===== src/rtl/addr_bus_arbiter_if.sv =====
// Handshake and bus signals shared between the two requesters and the address arbiter.
interface addr_bus_arbiter_if #(
  parameter int ADDR_W = 14
);
  logic              req_0;
  logic [ADDR_W-1:0] addr_0;
  logic              req_1;
  logic [ADDR_W-1:0] addr_1;
  logic              gnt_0;
  logic              gnt_1;
  logic [1:0]        sel;
  logic [ADDR_W-1:0] bus_addr;
  logic              bus_valid;

  modport master (
    output req_0, addr_0, req_1, addr_1,
    input  gnt_0, gnt_1, sel, bus_addr, bus_valid
  );

  modport slave (
    input  req_0, addr_0, req_1, addr_1,
    output gnt_0, gnt_1, sel, bus_addr, bus_valid
  );
endinterface


===== src/rtl/addr_bus_arbiter.sv =====
// Two-requester round-robin arbiter for the shared address/control bus, with a hold
// counter bounding ownership under contention and a registered copy of the owner address.
module addr_bus_arbiter #(
  parameter int ADDR_W   = 14,
  parameter int MAX_HOLD = 16
) (
  input  logic             clk,
  input  logic             rst_n,
  addr_bus_arbiter_if.slave bus
);

  // State encoding doubles as the mux select value, so sel is a direct copy of the state.
  typedef enum logic [1:0] {
    IDLE = 2'd0,
    OWN0 = 2'd1,
    OWN1 = 2'd2
  } state_t;

  localparam logic [7:0] MAX_HOLD_C = 8'(MAX_HOLD);

  state_t            state_r;
  state_t            next_state_s;
  logic              last_r;
  logic [7:0]        hold_cnt_r;
  logic [ADDR_W-1:0] bus_addr_r;
  logic              hold_done_s;

  assign hold_done_s = (hold_cnt_r == MAX_HOLD_C);

  // State, last owner, hold counter and registered owner address.
  always_ff @(posedge clk or negedge rst_n) begin
    if (!rst_n) begin
      state_r    <= IDLE;
      last_r     <= 1'b1;
      hold_cnt_r <= 8'd0;
      bus_addr_r <= '0;
    end else begin
      state_r <= next_state_s;
      case (next_state_s)
        OWN0: begin
          last_r     <= 1'b0;
          bus_addr_r <= bus.addr_0;
        end
        OWN1: begin
          last_r     <= 1'b1;
          bus_addr_r <= bus.addr_1;
        end
        default: begin
          last_r     <= last_r;
          bus_addr_r <= '0;
        end
      endcase
      if (next_state_s == IDLE) begin
        hold_cnt_r <= 8'd0;
      end else if (next_state_s != state_r) begin
        hold_cnt_r <= 8'd1;
      end else if (hold_cnt_r < MAX_HOLD_C) begin
        hold_cnt_r <= hold_cnt_r + 8'd1;
      end else begin
        hold_cnt_r <= hold_cnt_r;
      end
    end
  end

  // Next-state decision: round-robin from idle, direct handover or bounded hold while owned.
  always_comb begin
    next_state_s = state_r;
    case (state_r)
      IDLE: begin
        if (bus.req_0 && bus.req_1) begin
          next_state_s = last_r ? OWN0 : OWN1;
        end else if (bus.req_0) begin
          next_state_s = OWN0;
        end else if (bus.req_1) begin
          next_state_s = OWN1;
        end else begin
          next_state_s = IDLE;
        end
      end
      OWN0: begin
        if (!bus.req_0) begin
          next_state_s = bus.req_1 ? OWN1 : IDLE;
        end else if (bus.req_1 && hold_done_s) begin
          next_state_s = OWN1;
        end else begin
          next_state_s = OWN0;
        end
      end
      OWN1: begin
        if (!bus.req_1) begin
          next_state_s = bus.req_0 ? OWN0 : IDLE;
        end else if (bus.req_0 && hold_done_s) begin
          next_state_s = OWN0;
        end else begin
          next_state_s = OWN1;
        end
      end
      default: begin
        next_state_s = IDLE;
      end
    endcase
  end

  // Output decode straight from the state register keeps grants glitch-free.
  always_comb begin
    bus.gnt_0     = 1'b0;
    bus.gnt_1     = 1'b0;
    bus.sel       = 2'd0;
    bus.bus_valid = 1'b0;
    bus.bus_addr  = bus_addr_r;
    case (state_r)
      OWN0: begin
        bus.gnt_0     = 1'b1;
        bus.sel       = 2'd1;
        bus.bus_valid = 1'b1;
      end
      OWN1: begin
        bus.gnt_1     = 1'b1;
        bus.sel       = 2'd2;
        bus.bus_valid = 1'b1;
      end
      default: begin
        bus.gnt_0     = 1'b0;
        bus.gnt_1     = 1'b0;
        bus.sel       = 2'd0;
        bus.bus_valid = 1'b0;
      end
    endcase
  end

endmodule

===== src/flat_wrapper.sv =====
// flat-port wrapper written by rule: the top's interface ports become plain ports
module addr_bus_arbiter_flat 
#(
  parameter int ADDR_W   = 14,
  parameter int MAX_HOLD = 16
)
  (clk, rst_n, bus_req_0, bus_addr_0, bus_req_1, bus_addr_1, bus_gnt_0, bus_gnt_1, bus_sel, bus_bus_addr, bus_bus_valid);
  addr_bus_arbiter_if #(.ADDR_W(ADDR_W)) bus_i ();
  input  logic clk;
  input  logic rst_n;
  input wire logic [$bits(bus_i.req_0)-1:0] bus_req_0;
  input wire logic [$bits(bus_i.addr_0)-1:0] bus_addr_0;
  input wire logic [$bits(bus_i.req_1)-1:0] bus_req_1;
  input wire logic [$bits(bus_i.addr_1)-1:0] bus_addr_1;
  output wire logic [$bits(bus_i.gnt_0)-1:0] bus_gnt_0;
  output wire logic [$bits(bus_i.gnt_1)-1:0] bus_gnt_1;
  output wire logic [$bits(bus_i.sel)-1:0] bus_sel;
  output wire logic [$bits(bus_i.bus_addr)-1:0] bus_bus_addr;
  output wire logic [$bits(bus_i.bus_valid)-1:0] bus_bus_valid;
  assign bus_i.req_0 = bus_req_0;
  assign bus_i.addr_0 = bus_addr_0;
  assign bus_i.req_1 = bus_req_1;
  assign bus_i.addr_1 = bus_addr_1;
  assign bus_gnt_0 = bus_i.gnt_0;
  assign bus_gnt_1 = bus_i.gnt_1;
  assign bus_sel = bus_i.sel;
  assign bus_bus_addr = bus_i.bus_addr;
  assign bus_bus_valid = bus_i.bus_valid;
  addr_bus_arbiter #(.ADDR_W(ADDR_W), .MAX_HOLD(MAX_HOLD)) u_core (.clk(clk), .rst_n(rst_n), .bus(bus_i));
endmodule

===== config.mk =====
export PLATFORM = sky130hd
export DESIGN_NAME = addr_bus_arbiter_flat
export DESIGN_NICKNAME = d
export VERILOG_FILES = /design/src/rtl/addr_bus_arbiter_if.sv /design/src/rtl/addr_bus_arbiter.sv /design/src/flat_wrapper.sv
export SDC_FILE = /design/constraint.sdc
export NUM_CORES = 1
export LEC_CHECK = 0
export ABC_AREA = 0
export BUFFER_PORTS_ARGS = -buffer_cell sky130_fd_sc_hd__buf_2
export CORE_UTILIZATION = 50
export DETAILED_ROUTE_END_ITERATION = 10
export PLACE_DENSITY = 0.81
export SETUP_SLACK_MARGIN = 0.15
export SYNTH_ARGS = -nofsm -noshare
export SYNTH_HDL_FRONTEND = slang
export SYNTH_SLANG_ARGS = --single-unit

===== constraint.sdc =====
create_clock -name clk -period 3.9 [get_ports clk]
set_input_delay 0.78 -clock clk [delete_from_list [all_inputs] [get_ports clk]]
set_output_delay 0.78 -clock clk [all_outputs]
set_load 0.005 [all_outputs]

==> results by group <==
Setup path
  – Crit Path Max Fanout: 15
  – Data arrival time of the worst path: around 2.8 ns
  – Worst path bufs/invs: 2
  – CP Cell Sequence: inv_1 > ha_1 > a21bo_2 > o211ai_2 > a211oi_4 > inv_1 > ha_1 > mux2_2
  – CP max stage delay: slightly above 0.5 ns
  – CP Class: reg2reg
  – Crit path max-delay cell type: ha_1
  – Type of destination of the critical path: register
  – Required time at the worst-slack endpoint: slightly above 4 ns
  – Critical path startpoint category: register
  – Worst r2r src: u_core.state_r[0]$_DFF_PN0_
  – CP delay by family, top: adder cells
  – Crit path launch: u_core.state_r[0]$_DFF_PN0_

Pwr
  – Combinational power share: between 50% and 60%
  – Seq pwr share: 34.6%
  – Sw frac: between 40 and 50%
  – PwrDens: a little over 600 nW/um2
  – Leak: around 0.00084 uW
  – Clk pwr share: 10.5%
  – NetSw: 423 uW
  – Peak VDD IR: approximately 0.48 mV
  – Power Internal: ~610 uW

Global routing
  – GRT busiest layer: met2
  – Grt total ovfl: 0
  – Initial antenna violation count: 0
  – GRT met3 Usage: ~4%
  – Vias in the first global route: between 1000 and 1500
  – Met1 Use GR: between 20% and 30%
  – Met2 usage in global routing: slightly below 40%
  – Pin count of the biggest net entering global routing: 26
  – First-pass GRT wire length: 4290 um
  – Gr usage total: 20.4%

Floorplanning
  – DIE HEIGHT: 54.3 um
  – Core Area: roughly 2500 um2
  – Die width: around 54 um
  – Die footprint: a little under 3000 um2
  – Rows: 18
  – Top Ports: between 50 and 60
  – Initial Util: between 50% and 60%

Clock network
  – Clock Sinks: 25
  – TritonCTS clock tree: done
  – H-tree lvl count: 1
  – Root buffer cell: clkbuf_4
  – Post-CTS Resized: 0
  – Clock buffer count from CTS: 3
  – Post-CTS setup buffer count: 0
  – Reg clk slew, reported paths: around 0.13 ns
  – Post-CTS Hold Buffers: 0
  – Worst-case clock buffer depth: 2
  – Worst-skew pair later-pin latency: approximately 0.3 ns

Logic synthesis
  – Yosys warnings: 0
  – Unique cell type count in the Yosys netlist: 35
  – Sequential share of the synthesized area: between 40% and 50%
  – Yosys reg bits: 25
  – Syn Std Cell Area: around 1400 um2
  – Syn avg cell area: 11.3 um2
  – Syn nets: between 150 and 200
  – Post-synthesis cell count: between 100 and 150

Finish
  – Ant. Diodes: 0
  – Area Overhead vs Synth: 21.7%
  – Final instance area: roughly 1700 um2
  – Final net count: 214
  – Fill cells: around 210
  – Layout cell share with drive strength beyond 1: a little under two fifths
  – Final core occ: around two thirds
  – Final cell count without fillers: about 200
  – Commonest non-fill, non-tap cell in the layout: buf_2
  – Most frequent cells in the layout: buf_2 (50), dfrtp_1 (24), a22oi_1 (14), nor2b_1 (14), ha_1 (10)

Route
  – Final wirelength: 2730 um
  – Vias per inst: roughly 5.6
  – Remaining DRCs: 0
  – Via count: 1122
  – DRT iter0 DRCs: 24
  – Routed len/inst: ~14 um
  – DRT antenna net count: 0
  – DRT Pass-1 Iters: 4

STA
  – Final Max Tran Viols: 0
  – Fin crit share: between 60% and 70%
  – Final setup margin: between 1 and 1.5 ns
  – Worst-margin pin slew: roughly 0.90 ns
  – Unrepaired setup endpoints after global routing: no
  – Final min period: 2.53 ns
  – Final setup fails: 0
  – Rel. slew slack: 39.8%
  – Achievable Freq: a little under 400 MHz
  – Final Hold Vio Count: 0
  – Fin Setup TNS: 0 ns
  – Skew final: about 0.0014 ns

Placed design
  – DP Wirelength: 2160 um
  – Post-DP Area: 1640 um2
  – RePlAce Congestion: 0.782
  – Dpl cells: 197
  – Place WS: 1.24 ns
  – Number of port buffers: 50

Run status
  – Outcome: complete, no violations

Job
  – Number of max-cap violations: 0

Min path
  – Hold Path Class: in2async
-- layer usage --
layer,vias up,share of wire (%)
met4,0,0.62
met1,538,40
met2,48,53
met5,-,0
met3,2,6.6
li1,534,-
-- power groups by stage --
stage | registers [uW] | clock network [uW] | logic, uW
6_report | 359 | 109 | 570
5_1_grt | 365 | 124 | 638
4_1_cts | 359 | 112 | 573
3_5_place_dp | 364 | 0 | 572
3_3_place_gp | 361 | 0 | 544
2_1_floorplan | 365 | 0 | 402
-- metrics by stage --
step | hold WS, ns | power [uW]
after global routing | 0.467 | 1130
final | 0.433 | 1040
after detailed placement | 0.577 | 935
after floorplan | 0.484 | 767
after CTS | 0.453 | 1050
after global placement | 0.569 | 905
-- worst reg2reg max path: stages (launching register included) --
cell	delay (ns)
dfrtp_1	0.43
inv_1	0.18
ha_1	0.25
a21bo_2	0.17
o211ai_2	0.10
a211oi_4	0.36
inv_1	0.10
ha_1	0.51
mux2_2	0.38
-- layout make-up --
class                   instances  area, um2  share of cell area [%]
multi-input cells              84        692                    41.6
flip-flops and latches         25        627                    37.7
repair buffers                 50        250                    15.0
well taps                      30       37.5                    2.26
inverters                       8       30.0                    1.80
clock buffers                   3       22.5                    1.35
clock inverters                 1       5.00                   0.301
-- path summary, 6_finish.rpt --
kind | endpoint | slack, ns | cells after the start
setup / recovery | u_core.last_r$_DFFE_PN1P_ | 1.37 | 8
setup reg to reg | u_core.last_r$_DFFE_PN1P_ | 1.37 | 8
hold reg to reg | u_core.hold_cnt_r[7]$_DFFE_PN0P_ | 0.59 | 2
min in group clk | u_core.hold_cnt_r[7]$_DFFE_PN0P_ | 0.59 | 2
hold / removal | u_core.bus.bus_addr[2]$_DFF_PN0_ | 0.43 | 1
max in group asynchronous | u_core.last_r$_DFFE_PN1P_ | 3.10 | 1
-- state kept, by name, indices dropped and copies added (netlist names) --
| name | cells |
|---|---|
| u_core.bus.bus_addr | 14 |
| u_core.hold_cnt_r | 8 |
| u_core.state_r | 2 |
| u_core.last_r | 1 |
-- synthesized netlist by cell type (all sizes together) --
cell,instances,area [um2]
a211oi,2,27.5
clkbuf,3,11.3
dfrtp,24,601
a41oi,1,8.76
nand3b,2,15.0
dfstp,1,26.3
o2bb2ai,1,8.76
o211ai,1,12.5
nor2,4,15.0
nand4,1,6.26
a21oi,1,8.76
nor4,4,31.3
o41a,1,11.3
a22oi,14,105
buf,1,7.51
nor2b,14,87.6
nor3,2,21.3
xor2,2,17.5
nand2,7,26.3
o311a,1,10.0
a21boi,1,7.51
inv,8,30.0
mux2i,2,20.0
and4bb,1,12.5
o311ai,1,8.76
ha,10,125
nor4b,4,35.0
nand2b,2,12.5
a21bo,1,10.0
xnor2,2,25.0
mux2,2,22.5
-- cells by family after synthesis --
kind of cell | after synthesis | share of synthesized area [%]
adder cells (fa/ha/maj) | 10 | 9.15
AO/OA/AOI/OAI | 25 | 16.0
multiplexers | 4 | 3.11
XOR/XNOR | 4 | 3.11
flip-flops | 25 | 45.8
AND/OR/NAND/NOR | 41 | 19.2
buffers and inverters | 12 | 3.57
Note: power is estimated with default switching activity, not from simulation.
